[src/rtl/conv_feeder.sv]
// rtl/conv_feeder.sv - 3x3 convolution feeder: emits kernel columns, then sliding 3-row image columns
module conv_feeder #(
  parameter int BIT_LEN = 8,
  parameter int M_LEN   = 3,
  parameter int IMG_W   = 8,
  parameter int IMG_H   = 8
) (
  input  logic                      i_clk,
  input  logic                      i_reset,
  input  logic                      i_start,
  input  logic                      i_valid,
  input  logic signed [BIT_LEN-1:0] i_data,
  output logic                      o_ready,
  output logic                      o_valid,
  output logic                      o_selecK_I,
  output logic signed [BIT_LEN-1:0] o_data0,
  output logic signed [BIT_LEN-1:0] o_data1,
  output logic signed [BIT_LEN-1:0] o_data2,
  output logic                      o_row_start,
  output logic                      o_done
);

  localparam int XW = (IMG_W > 1) ? $clog2(IMG_W) : 1;
  localparam int YW = (IMG_H > 1) ? $clog2(IMG_H) : 1;

  typedef enum logic [2:0] {
    S_IDLE, S_KLOAD, S_FILL, S_STREAM, S_DONE
  } state_t;

  state_t state_q, state_d;

  logic [1:0]    k_row_q, k_row_d;
  logic [1:0]    k_col_q, k_col_d;
  logic [XW-1:0] x_q, x_d;
  logic [YW-1:0] y_q, y_d;
  // Set when the last pixel has been accepted; the emit cycle drains before DONE.
  logic          fin_q, fin_d;

  logic signed [BIT_LEN-1:0] w0_q, w0_d, w1_q, w1_d;

  // lb0 holds row y-2, lb1 holds row y-1 relative to the incoming row.
  logic signed [BIT_LEN-1:0] lb0_q [IMG_W];
  logic signed [BIT_LEN-1:0] lb0_d [IMG_W];
  logic signed [BIT_LEN-1:0] lb1_q [IMG_W];
  logic signed [BIT_LEN-1:0] lb1_d [IMG_W];

  logic                      valid_q, valid_d;
  logic                      ready_q, ready_d;
  logic                      sel_q, sel_d;
  logic                      row_start_q, row_start_d;
  logic                      done_q, done_d;
  logic signed [BIT_LEN-1:0] data0_q, data0_d;
  logic signed [BIT_LEN-1:0] data1_q, data1_d;
  logic signed [BIT_LEN-1:0] data2_q, data2_d;

  logic accept;
  logic k_row_last;
  logic k_last;
  logic x_last;
  logic y_last;

  assign accept     = i_valid && ready_q;
  assign k_row_last = (k_row_q == 2'(M_LEN - 1));
  assign k_last     = k_row_last && (k_col_q == 2'(M_LEN - 1));
  assign x_last     = (x_q == XW'(IMG_W - 1));
  assign y_last     = (y_q == YW'(IMG_H - 1));

  // State register
  always_ff @(posedge i_clk) begin
    if (i_reset) begin
      state_q <= S_IDLE;
    end else begin
      state_q <= state_d;
    end
  end

  // Next-state logic
  always_comb begin
    state_d = state_q;
    case (state_q)
      S_IDLE:   if (i_start) state_d = S_KLOAD;
      S_KLOAD:  if (accept && k_last) state_d = S_FILL;
      S_FILL:   if (accept && x_last && (y_q == YW'(1))) state_d = S_STREAM;
      S_STREAM: if (fin_q) state_d = S_DONE;
      S_DONE:   state_d = S_IDLE;
      default:  state_d = S_IDLE;
    endcase
  end

  // FSM outputs: ready tracks the accepting states, done marks the DONE cycle
  always_comb begin
    ready_d = ((state_d == S_KLOAD) || (state_d == S_FILL) || (state_d == S_STREAM)) && !fin_d;
    done_d  = (state_d == S_DONE);
  end

  // Datapath: counters, weight staging, line buffer and column outputs
  always_comb begin
    k_row_d     = k_row_q;
    k_col_d     = k_col_q;
    x_d         = x_q;
    y_d         = y_q;
    fin_d       = fin_q;
    w0_d        = w0_q;
    w1_d        = w1_q;
    lb0_d       = lb0_q;
    lb1_d       = lb1_q;
    valid_d     = 1'b0;
    row_start_d = 1'b0;
    sel_d       = sel_q;
    data0_d     = data0_q;
    data1_d     = data1_q;
    data2_d     = data2_q;
    case (state_q)
      S_IDLE: begin
        if (i_start) begin
          k_row_d = '0;
          k_col_d = '0;
          x_d     = '0;
          y_d     = '0;
          fin_d   = 1'b0;
        end
      end
      S_KLOAD: begin
        if (accept) begin
          if (k_row_last) begin
            valid_d = 1'b1;
            sel_d   = 1'b0;
            data0_d = w0_q;
            data1_d = w1_q;
            data2_d = i_data;
            k_row_d = '0;
            k_col_d = k_col_q + 2'd1;
          end else begin
            if (k_row_q == 2'd0) begin
              w0_d = i_data;
            end else begin
              w1_d = i_data;
            end
            k_row_d = k_row_q + 2'd1;
          end
        end
      end
      S_FILL: begin
        if (accept) begin
          if (y_q == '0) begin
            lb0_d[x_q] = i_data;
          end else begin
            lb1_d[x_q] = i_data;
          end
          x_d = x_last ? '0 : x_q + XW'(1);
          y_d = x_last ? y_q + YW'(1) : y_q;
        end
      end
      S_STREAM: begin
        if (accept) begin
          valid_d     = 1'b1;
          sel_d       = 1'b1;
          row_start_d = (x_q == '0);
          data0_d     = lb0_q[x_q];
          data1_d     = lb1_q[x_q];
          data2_d     = i_data;
          lb0_d[x_q]  = lb1_q[x_q];
          lb1_d[x_q]  = i_data;
          if (x_last && y_last) begin
            fin_d = 1'b1;
          end
          x_d = x_last ? '0 : x_q + XW'(1);
          y_d = x_last ? y_q + YW'(1) : y_q;
        end
      end
      S_DONE: begin
        fin_d = 1'b0;
      end
      default: begin
        fin_d = 1'b0;
      end
    endcase
  end

  // Control and output registers, cleared by reset
  always_ff @(posedge i_clk) begin
    if (i_reset) begin
      k_row_q     <= '0;
      k_col_q     <= '0;
      x_q         <= '0;
      y_q         <= '0;
      fin_q       <= 1'b0;
      w0_q        <= '0;
      w1_q        <= '0;
      valid_q     <= 1'b0;
      ready_q     <= 1'b0;
      sel_q       <= 1'b0;
      row_start_q <= 1'b0;
      done_q      <= 1'b0;
      data0_q     <= '0;
      data1_q     <= '0;
      data2_q     <= '0;
    end else begin
      k_row_q     <= k_row_d;
      k_col_q     <= k_col_d;
      x_q         <= x_d;
      y_q         <= y_d;
      fin_q       <= fin_d;
      w0_q        <= w0_d;
      w1_q        <= w1_d;
      valid_q     <= valid_d;
      ready_q     <= ready_d;
      sel_q       <= sel_d;
      row_start_q <= row_start_d;
      done_q      <= done_d;
      data0_q     <= data0_d;
      data1_q     <= data1_d;
      data2_q     <= data2_d;
    end
  end

  // Line buffer storage; never read before FILL rewrites it, so no reset
  always_ff @(posedge i_clk) begin
    lb0_q <= lb0_d;
    lb1_q <= lb1_d;
  end

  assign o_ready     = ready_q;
  assign o_valid     = valid_q;
  assign o_selecK_I  = sel_q;
  assign o_row_start = row_start_q;
  assign o_done      = done_q;
  assign o_data0     = data0_q;
  assign o_data1     = data1_q;
  assign o_data2     = data2_q;

endmodule
[config.mk]
export PLATFORM = sky130hd
export DESIGN_NAME = conv_feeder
export DESIGN_NICKNAME = d
export VERILOG_FILES = /design/src/rtl/conv_feeder.sv
export SDC_FILE = /design/constraint.sdc
export NUM_CORES = 1
export LEC_CHECK = 0
export ABC_AREA = 0
export CELL_PAD_IN_SITES_DETAIL_PLACEMENT = 0
export CELL_PAD_IN_SITES_GLOBAL_PLACEMENT = 2
export CORE_UTILIZATION = 35
export CTS_BUF_LIST = sky130_fd_sc_hd__clkbuf_16
export DETAILED_ROUTE_END_ITERATION = 8
export GPL_ROUTABILITY_DRIVEN = 0
export PLACE_DENSITY = 0.78
export REMOVE_ABC_BUFFERS = 1
export SKIP_LAST_GASP = 1
export SLEW_MARGIN = 20
export SYNTH_ARGS = -nofsm -noshare
export SYNTH_HDL_FRONTEND = slang
export SYNTH_SLANG_ARGS = --single-unit
[constraint.sdc]
create_clock -name i_clk -period 2.6 [get_ports i_clk]
set_input_delay 0.26 -clock i_clk [delete_from_list [all_inputs] [get_ports i_clk]]
set_output_delay 0.26 -clock i_clk [all_outputs]
set_load 0.1 [all_outputs]
==> flow_metrics.tcl <==
set metrics [dict create \
    status "finished clean" \
    grt_usage_pct 18.62 \
    pwr-share-comb_pct 2.7 \
    io_buffers 40 \
    final_common_cell "edfxtp_1" \
    postCtsSetupBuffers 0 \
    rsz0062_at_grt "false" \
    drc_errors 0 \
    ys_seq_area_share_pct 63.08 \
    ys_seq_elements 187 \
    drive_above_1_share_pct 18.63 \
    ioPinCount 41 \
    whs_ns 0.3427 \
    die-area_um2 23370 \
    synthFlopType "edfxtp_1" \
    async_reset_ff_share_pct 0 \
    post_drt_wl_per_cell_um 20.73 \
    core.rowCount 54 \
    drt_iter0_drc 397 \
    dpl_cell_area_um2 8795 \
    cts-root-buf "clkbuf_16" \
    fin_util_pct 42.40 \
    viasPerCell 5.334 \
    swShare_pct 22.76 \
    critPathRequiredTime_ns 2.93 \
    slew_violations 0 \
    fp.dieH_um 152.9 \
    start_util_pct 36.06 \
    power.share.sequential_pct 53.9 \
    hold_violations 0 \
    ir_drop_v 0.0004528 \
    grt_pass1_wl_um 32580 \
    start_kind "flip-flop" \
    clk_pin_slew_ns 0.08 \
    internal_power_mw 4.532 \
    max_freq_mhz 445.3 \
    grt_max_degree 36 \
    crit_fanout 22 \
    cts_hold_buf 0 \
    fillCellCount 2067 \
    grt.overflow.total 0 \
    numCtsBuffers 17 \
    grt_pass1_vias 5494 \
    stdcell_area_um2 9368 \
    multi_input_area_um2 2668 \
    antenna_found_initial 0 \
    clkPwrFrac_pct 43.4 \
    netlist_area_um2 7966 \
    cts_resized 0 \
    nets 753 \
    setup_viol 0 \
    crit_arrival_ns 2.57 \
    cts.sinks 187 \
    ff_latch_area_um2 5027 \
    clockBufferDepth 2 \
    worstSetupEndpointType "flip-flop" \
    yosysWarnings 0 \
    finalCriticalPeriod_ns 2.246 \
    p_leak_nw 3.151 \
    final_cell_mix "128 x edfxtp_1, 119 x nor2_1, 76 x buf_4" \
    period_share_pct 86.38 \
    worst_pin_slew_ns 0.8934 \
    synth_cell_types 59 \
    fp.dieW_um 152.9 \
    p_sw_mw 1.335 \
    path_class "flip-flop to flip-flop" \
    n_antenna_cell 0 \
    syn2layout_area_growth_pct 17.59 \
    synth-edff-count 128 \
    vias 5473 \
    max_cap_violations 0 \
    syn-instance-count 663 \
    holdCritPathClass "primary input to flip-flop" \
    skew_ns 0.01176 \
    dr.pass1.iters 5 \
    hpwl_um 14970 \
    insertion_delay_ns 0.43 \
    wirelength_um 21270 \
    syn_avg_cell_area_um2 12.02 \
    cts_max_level 4 \
    powerDensity_nw_per_um2 626.3 \
    cts_tree "done" \
    slew_headroom_pct 40.43 \
    drtAntennaViolNets 0 \
    core_um2 22090 \
]
==> state kept, by name, summed over array words and instances, names as in the netlist, 2 cells and up <==
name and flops:
y_q 3, k_row_q 2, w0_q 8, k_col_q 2
lb1_q 64, w1_q 8, lb0_q 64, o_data0 8
o_data1 8, o_data2 8, x_q 3, state_q 3
==> logic make-up (layout without fill, tap and decap cells) <==
family | Yosys count | in the layout | synth area share [%]
AO/OA/AOI/OAI | 118 | 118 | 10.10
adder cells (fa/ha/maj) | 8 | 8 | 1.257
buffers and inverters | 47 | 130 | 3.440
flip-flops | 187 | 187 | 63.08
multiplexers | 57 | 57 | 8.120
AND/OR/NAND/NOR | 246 | 246 | 14.01
==> metrics by stage <==
| step | TNS [ns] | setup WS, ns | power (mW) | cells |
|---|---|---|---|---|
| final | 0 | 0.3542 | 5.867 | 1026 |
| after global routing | 0 | 0.1839 | 6.028 | 1026 |
| after CTS | 0 | 0.3508 | 5.895 | 1026 |
| after detailed placement | 0 | 0.3548 | 3.392 | 994 |
| after global placement | 0 | 0.3374 | 3.390 | 994 |
| after floorplan | -30.61 | -0.2671 | 3.289 | 625 |
==> power by group through the flow <==
stage          combinational (mW)  sequential, mW  clock, mW
2_1_floorplan              0.0453            3.24          0
5_1_grt                     0.170            3.16       2.69
6_report                    0.158            3.16       2.54
4_1_cts                     0.159            3.16       2.57
3_5_place_dp                0.159            3.23          0
3_3_place_gp                0.158            3.23          0
==> routing by layer <==
| layer | GRT usage [%] | vias up | routed length [um] |
|---|---|---|---|
| li1 | - | 2573 | - |
| met1 | 25.11 | 2713 | 9677 |
| met2 | 30.45 | 158 | 10110 |
| met3 | 3.402 | 29 | 1019 |
| met4 | 5.724 | 0 | 463 |
| met5 | 0 | - | 0 |
==> worst max-delay path, cell delays in order, from the launching register on <==
cell     delay [ns]
dfxtp_1        0.61
and3b_1        0.28
buf_12         0.18
o21ai_2        0.72
nor3_1         0.10
a32o_1         0.24
==> cells in the mapped netlist, drive strengths merged, types with 2 or more instances <==
cell type  number  area, um^2
and3            9       56.30
o22a            5       43.79
clkbuf         10       40.04
o211ai         12       90.09
a311oi          2       17.52
edfxtp        128        3844
nand2b          6       37.54
o221ai          3       26.28
o22ai           2       12.51
a22oi           7       52.55
a221oi          8       76.32
nor3           12       60.06
nor4            3       18.77
nand3b          4       30.03
mux2           12       142.6
nand2          56       210.2
nor3b           6       56.31
o21ai          22       140.1
and2            5       31.28
dfxtp          59        1181
nor2          120       457.9
ha              8       100.1
mux4            3       71.32
clkinv          2       7.510
a32oi           2       17.52
a32o            2       20.02
inv             7       26.28
nor4b           2       17.52
a21oi          39       195.2
nand3          11       55.05
nor2b           5       31.28
a31oi           4       25.02
buf            28       200.2
o2111ai         5       43.79
o2bb2ai         2       17.52
mux2i          42       432.9
==> final cells by class <==
type | instances | area share (%)
clock buffers | 18 | 4.808
clock inverters | 14 | 1.309
inverters | 9 | 0.3606
multi-input cells | 429 | 28.48
flip-flops and latches | 187 | 53.67
well taps | 280 | 3.740
repair buffers | 89 | 7.640
==> path summary, 6_finish.rpt <==
kind | slack (ns) | cells past startpoint | end | startpoint
min reg2reg | 0.46 | 2 | o_data1[4] | o_data1[4]
max | 0.35 | 5 | o_data0[0] | state_q[2]
max reg2reg | 0.35 | 5 | o_data0[0] | state_q[2]
min | 0.34 | 2 | w1_q[4] | i_reset
(Power assumes the default switching activity.)
==> RTL edit 1: new RTL, same flow settings <==
`IMG_W`: 8 -> 16.
--- a/src/rtl/conv_feeder.sv
+++ b/src/rtl/conv_feeder.sv
@@ -2,7 +2,7 @@
 module conv_feeder #(
   parameter int BIT_LEN = 8,
   parameter int M_LEN   = 3,
-  parameter int IMG_W   = 8,
+  parameter int IMG_W   = 16,
   parameter int IMG_H   = 8
 ) (
   input  logic                      i_clk,
Behaviour: same outputs for any inputs over 4 cycles, from zero or initial values and one cycle with i_reset high; that may be too few to reach the edited logic, so the function may still have changed.
==> RTL edit 1 against the original RTL <==
  * Power grew 84%
  * Via count grew 46%
  * Synthesized area up 68%
  * Critical path depth rose by 2
  * Worst setup slack got worse by 0.15 ns
  * Critical endpoint is now o_data0[4]
  * Combinational power grew to 3.0 times the old value
  * Fmax shrank 6.3%
  * Final area grew 70%
  * Sequential cell count is 129 higher
  * Highest routed layer unchanged
  * Routed wire length rose by 59%
  * Non-clock buffer count grew 45
  * Global-route usage is 0.95 points lower
  * Largest cell class unchanged
==> RTL edit 1: results (changes against the original RTL) <==
stage,metric,value,unit,change
run_status,outcome,"complete, no violations",,
hold_path,min_to,k_col_q[1],,
layout,final_nets,1071,,+42%
route,post_drt_wl_per_cell,21.3,µm,+3.0%
setup_path,r2r_cells,7,,+2
global_route,grt_pass1_vias,7999,,+46%
timing,final.setup_skew,0.0127,ns,+0.000965 ns
cts,post-cts-setup-buffers,0,,unchanged
layout,final.fill_count,3451,,+67%
setup_path,reg2reg_slack,0.20,ns,-0.15 ns
setup_path,critPathArrivalTime,2.83,ns,+0.26 ns
cts,path_clk_slew,0.06,ns,-0.02 ns
setup_path,crit_fanout,24,,+9.1%
cts,cts.path.max_buffers,3,,+1
logic_synthesis,ys_top_cells_by_count,"edfxtp_1, nor2_1, dfxtp_1, mux2i_1, nand2_1",,
timing,slew_headroom,44.3,%,+3.8 points
power,switchingPower,2.15,mW,+61%
logic_synthesis,yosysSeqAreaShare,66.3,%,+3.3 points
route,via_per_inst,5.06,,-5.1%
logic_synthesis,synth_area_leaders,"edfxtp_1, dfxtp_1, mux4_2",,
global_route,grt_max_degree,25,,-31%
layout,drive_gt1_share,24.8,%,+6.1 points
global_route,grt_usage,17.7,%,-0.95 points
cts,h-tree-depth,1,,-3
power,total_leakage_power,4.99,nW,+58%
logic_synthesis,ys_types,56,,-5.1%
logic_synthesis,synth_edf_count,256,,+100%
setup_path,r2r_end,o_data0[4],,
cts,insertion_delay,0.56,ns,+0.13 ns
route,drtIter0Drc,571,,+44%
power,peakVddDrop,0.000487,V,+7.5%
RTL edit 1: power groups by stage:
stage                     clock network (mW)  logic, mW  registers, mW
after floorplan                            0      0.206           5.60
after global placement                     0      0.469           5.58
after detailed placement                   0      0.471           5.58
after CTS                               4.95      0.473           5.47
after global routing                    5.14      0.498           5.47
final                                   4.87      0.467           5.47
RTL edit 1: through the flow:
| step | power (mW) | area, µm² | setup WS (ns) | instances |
|---|---|---|---|---|
| detailed placement | 6.05 | 14900 | 0.186 | 1528 |
| global placement | 6.05 | 14900 | 0.217 | 1528 |
| finish | 10.8 | 16000 | 0.202 | 1581 |
| global route | 11.1 | 16000 | 0.0950 | 1581 |
| floorplan | 5.81 | 13000 | -1.67 | 883 |
| CTS | 10.9 | 16000 | 0.183 | 1581 |
RTL edit 1: final cells by class:
| class | count | share of cell area (%) |
|---|---|---|
| well taps | 511 | 4.01 |
| flip-flops and latches | 316 | 55.8 |
| multi-input cells | 561 | 25.8 |
| clock inverters | 22 | 2.02 |
| inverters | 6 | 0.141 |
| repair buffers | 134 | 7.39 |
| clock buffers | 31 | 4.86 |
RTL edit 1: worst max path at each step:
stage | from | end | slack [ns] | cells after the start
detailed placement | x_q[0] | o_data0[4] | 0.19 | 7
finish | x_q[0] | o_data0[4] | 0.20 | 7
global route | x_q[0] | o_data0[4] | 0.1 | 7
CTS | x_q[0] | o_data0[2] | 0.18 | 5
floorplan | x_q[0] | lb0_q[105] | -1.67 | 4
global placement | x_q[0] | o_data0[2] | 0.22 | 5
RTL edit 1: worst max-delay path, stage by stage, from the launching register on:
cell and delay (ns):
dfxtp_4 0.64, buf_12 0.24, buf_4 0.29, mux2i_1 0.32
o22ai_1 0.12, a211o_1 0.30, a211oi_1 0.25, a311oi_1 0.08
RTL edit 1: cells by family (layout without fill, tap and decap cells):
logic type	after synthesis	in the layout	synth area share, %
and+or+nand+nor	315	315	10.6
adders and majority gates	9	9	0.841
xor gates and xnor gates	3	3	0.196
muxes	102	102	11.6
DFF	316	316	66.3
AOI/OAI and AO/OA	132	132	7.53
buffers and inverters	64	193	2.91
RTL edit 1: layer usage:
layer	wire [µm]	global-route usage, %	vias to the layer above
met3	1540	2.41	48
met2	16300	29.1	182
met5	0	0	-
met1	15200	24.5	4029
li1	-	-	3742
met4	667	4.57	0
==> RTL edit 2: new RTL, same flow settings <==
Without the edit above. Reset style: asynchronous (`i_reset`), changed in 2 clocked blocks.
--- a/src/rtl/conv_feeder.sv
+++ b/src/rtl/conv_feeder.sv
@@ -66,7 +66,7 @@
   assign y_last     = (y_q == YW'(IMG_H - 1));
 
   // State register
-  always_ff @(posedge i_clk) begin
+  always_ff @(posedge i_clk or posedge i_reset) begin
     if (i_reset) begin
       state_q <= S_IDLE;
     end else begin
@@ -178,7 +178,7 @@
   end
 
   // Control and output registers, cleared by reset
-  always_ff @(posedge i_clk) begin
+  always_ff @(posedge i_clk or posedge i_reset) begin
     if (i_reset) begin
       k_row_q     <= '0;
       k_col_q     <= '0;
Check against the original RTL: differs if i_reset is asserted again (counterexample within 4 cycles, from zero or initial values and one cycle with i_reset high); with i_reset held inactive, the same outputs for 4 cycles.
==> RTL edit 2 against the original RTL <==
  * Final area up 4.7%
  * Sequential cell count stayed put
  * Synthesized area is 3.1% higher
  * Worst setup slack got worse by 0.039 ns
  * Routed wire length decreased by 0.54%
  * Global-route usage is 0.27 points lower
  * Die area is 3.1% higher
  * Largest cell class unchanged
Power is not compared: it rests on default switching activity, and its combinational part moved more than twofold at a synthesized area within 25%.
==> RTL edit 2: results (changes against the original RTL) <==
stage,metric,value,unit,change
global_route,grt_max_degree,27,,-25%
power,total_leakage_power,3.69,nW,
setup_path,slowest_stage,dfrtp_1,,
setup_path,max_stage_delay,0.68,ns,-0.04 ns
power,peakVddDrop,0.000663,V,
placed_design,dpl-instance-area,9210,µm²,+4.8%
hold_path,hold_class,in2async,,
logic_synthesis,synth_area_leaders,"edfxtp_1, dfrtp_1, mux2i_1",,
timing,final.setup_skew,0.0122,ns,+0.000461 ns
route,detail_route.first_pass.iterations,6,,+1
global_route,grt_pass1_wl,32500,µm,-0.17%
cts,cts.path.max_buffers,2,,unchanged
layout,final_nets,757,,+0.53%
logic_synthesis,ys_top_cells_by_count,"edfxtp_1, nor2_1, nand2_1, dfrtp_1, mux2i_1",,
power,switchingPower,3.73,mW,
logic_synthesis,synthMuxAreaShare,7.30,%,-0.82 points
global_route,grt_pass1_vias,5416,,-1.4%
route,num_vias,5576,,+1.9%
setup_path,cpLargestDelayFamily,flip-flops,,
route,drtIter0Drc,405,,+2.0%
setup_path,reg2reg_from,state_q[1],,
logic_synthesis,synth-compound-area-share,11.9,%,+1.8 points
setup_path,critPathArrivalTime,2.45,ns,-0.12 ns
timing,worst_pin_slew,0.643,ns,-0.251 ns
logic_synthesis,ys_types,53,,-10%
logic_synthesis,syn_inst,658,,-0.75%
logic_synthesis,async_flop_share,31.6,%,+32 points
logic_synthesis,synth_fa_ha_area_share,1.22,%,-0.038 points
cts,cts_buffers,17,,unchanged
global_route,grt_usage,18.4,%,-0.27 points
logic_synthesis,synth_edf_count,128,,unchanged
setup_path,crit_fanout,17,,-23%
placed_design,portBuffers,40,,unchanged
route,post_drt_wl_per_cell,19.9,µm,-4.0%
route,via_per_inst,5.25,,-1.7%
layout,drive_gt1_share,19.6,%,+0.97 points
logic_synthesis,yosysSeqAreaShare,64.8,%,+1.7 points
run_status,outcome,"complete, no violations",,
placed_design,dp.cells,1031,,+3.7%
placed_design,place_ws,0.373,ns,+0.0184 ns
logic_synthesis,synth_xor_area_share,0,%,unchanged
placed_design,hpwl,15300,µm,+1.8%
[RTL edit 2: area by class of cell]
cell class / count / area (µm²)
repair buffers: 96 / 761
multi-input cells: 403 / 2620
well taps: 313 / 392
flip-flops and latches: 187 / 5320
inverters: 32 / 120
clock buffers: 19 / 475
clock inverters: 13 / 124
fillers: 2170 / 13000
[RTL edit 2: stage by stage]
step           total power, mW  TNS, ns  util (%)
3_3_place_gp              7.12        0      40.3
4_1_cts                   9.77        0      42.9
6_report                  9.70        0      42.9
2_1_floorplan             6.22   -38.76         -
5_1_grt                   10.1        0      42.9
3_5_place_dp              7.16        0      40.3
[RTL edit 2: worst reg2reg max path, cell delays in order, from the launching register on]
cell,delay (ns)
dfrtp_1,0.68
and3b_1,0.51
o221ai_1,0.28
a22oi_1,0.30
buf_4,0.21
nor2_1,0.05
[RTL edit 2: final timing paths]
kind / end / slack (ns) / cells after the start
max reg2reg: lb0_q[47] / 0.32 / 5
min in group i_clk: o_data2[1] / 0.47 / 2
max in group asynchronous: y_q[1] / 1.75 / 3
min: o_data2[6] / 0.18 / 2
max: lb0_q[47] / 0.32 / 5
min reg2reg: o_data2[1] / 0.47 / 2
[RTL edit 2: cells by family (layout without fill, tap and decap cells)]
logic type               count (synthesis)  in the layout
AO/OA/AOI/OAI                          131            131
adder cells (fa/ha/maj)                  8              8
buffers and inverters                   68            160
flip-flops                             187            187
multiplexers                            55             55
AND/OR/NAND/NOR                        209            209
[RTL edit 2: routing by layer]
metal	GRT usage [%]	vias to the layer above	wire length, µm
li1	-	2589	-
met1	26.5	2781	9900
met2	28.2	192	9620
met3	3.59	14	1410
met4	4.76	0	219
met5	0	-	0
[RTL edit 2: power by group through the flow]
stage               Clock, mW  Sequential (mW)  Combinational [mW]
floorplan                   0             5.18                1.03
global placement            0             3.89                3.23
detailed placement          0             3.91                3.25
CTS                      2.67             3.85                3.26
global route             2.77             3.90                3.42
finish                   2.60             3.85                3.25
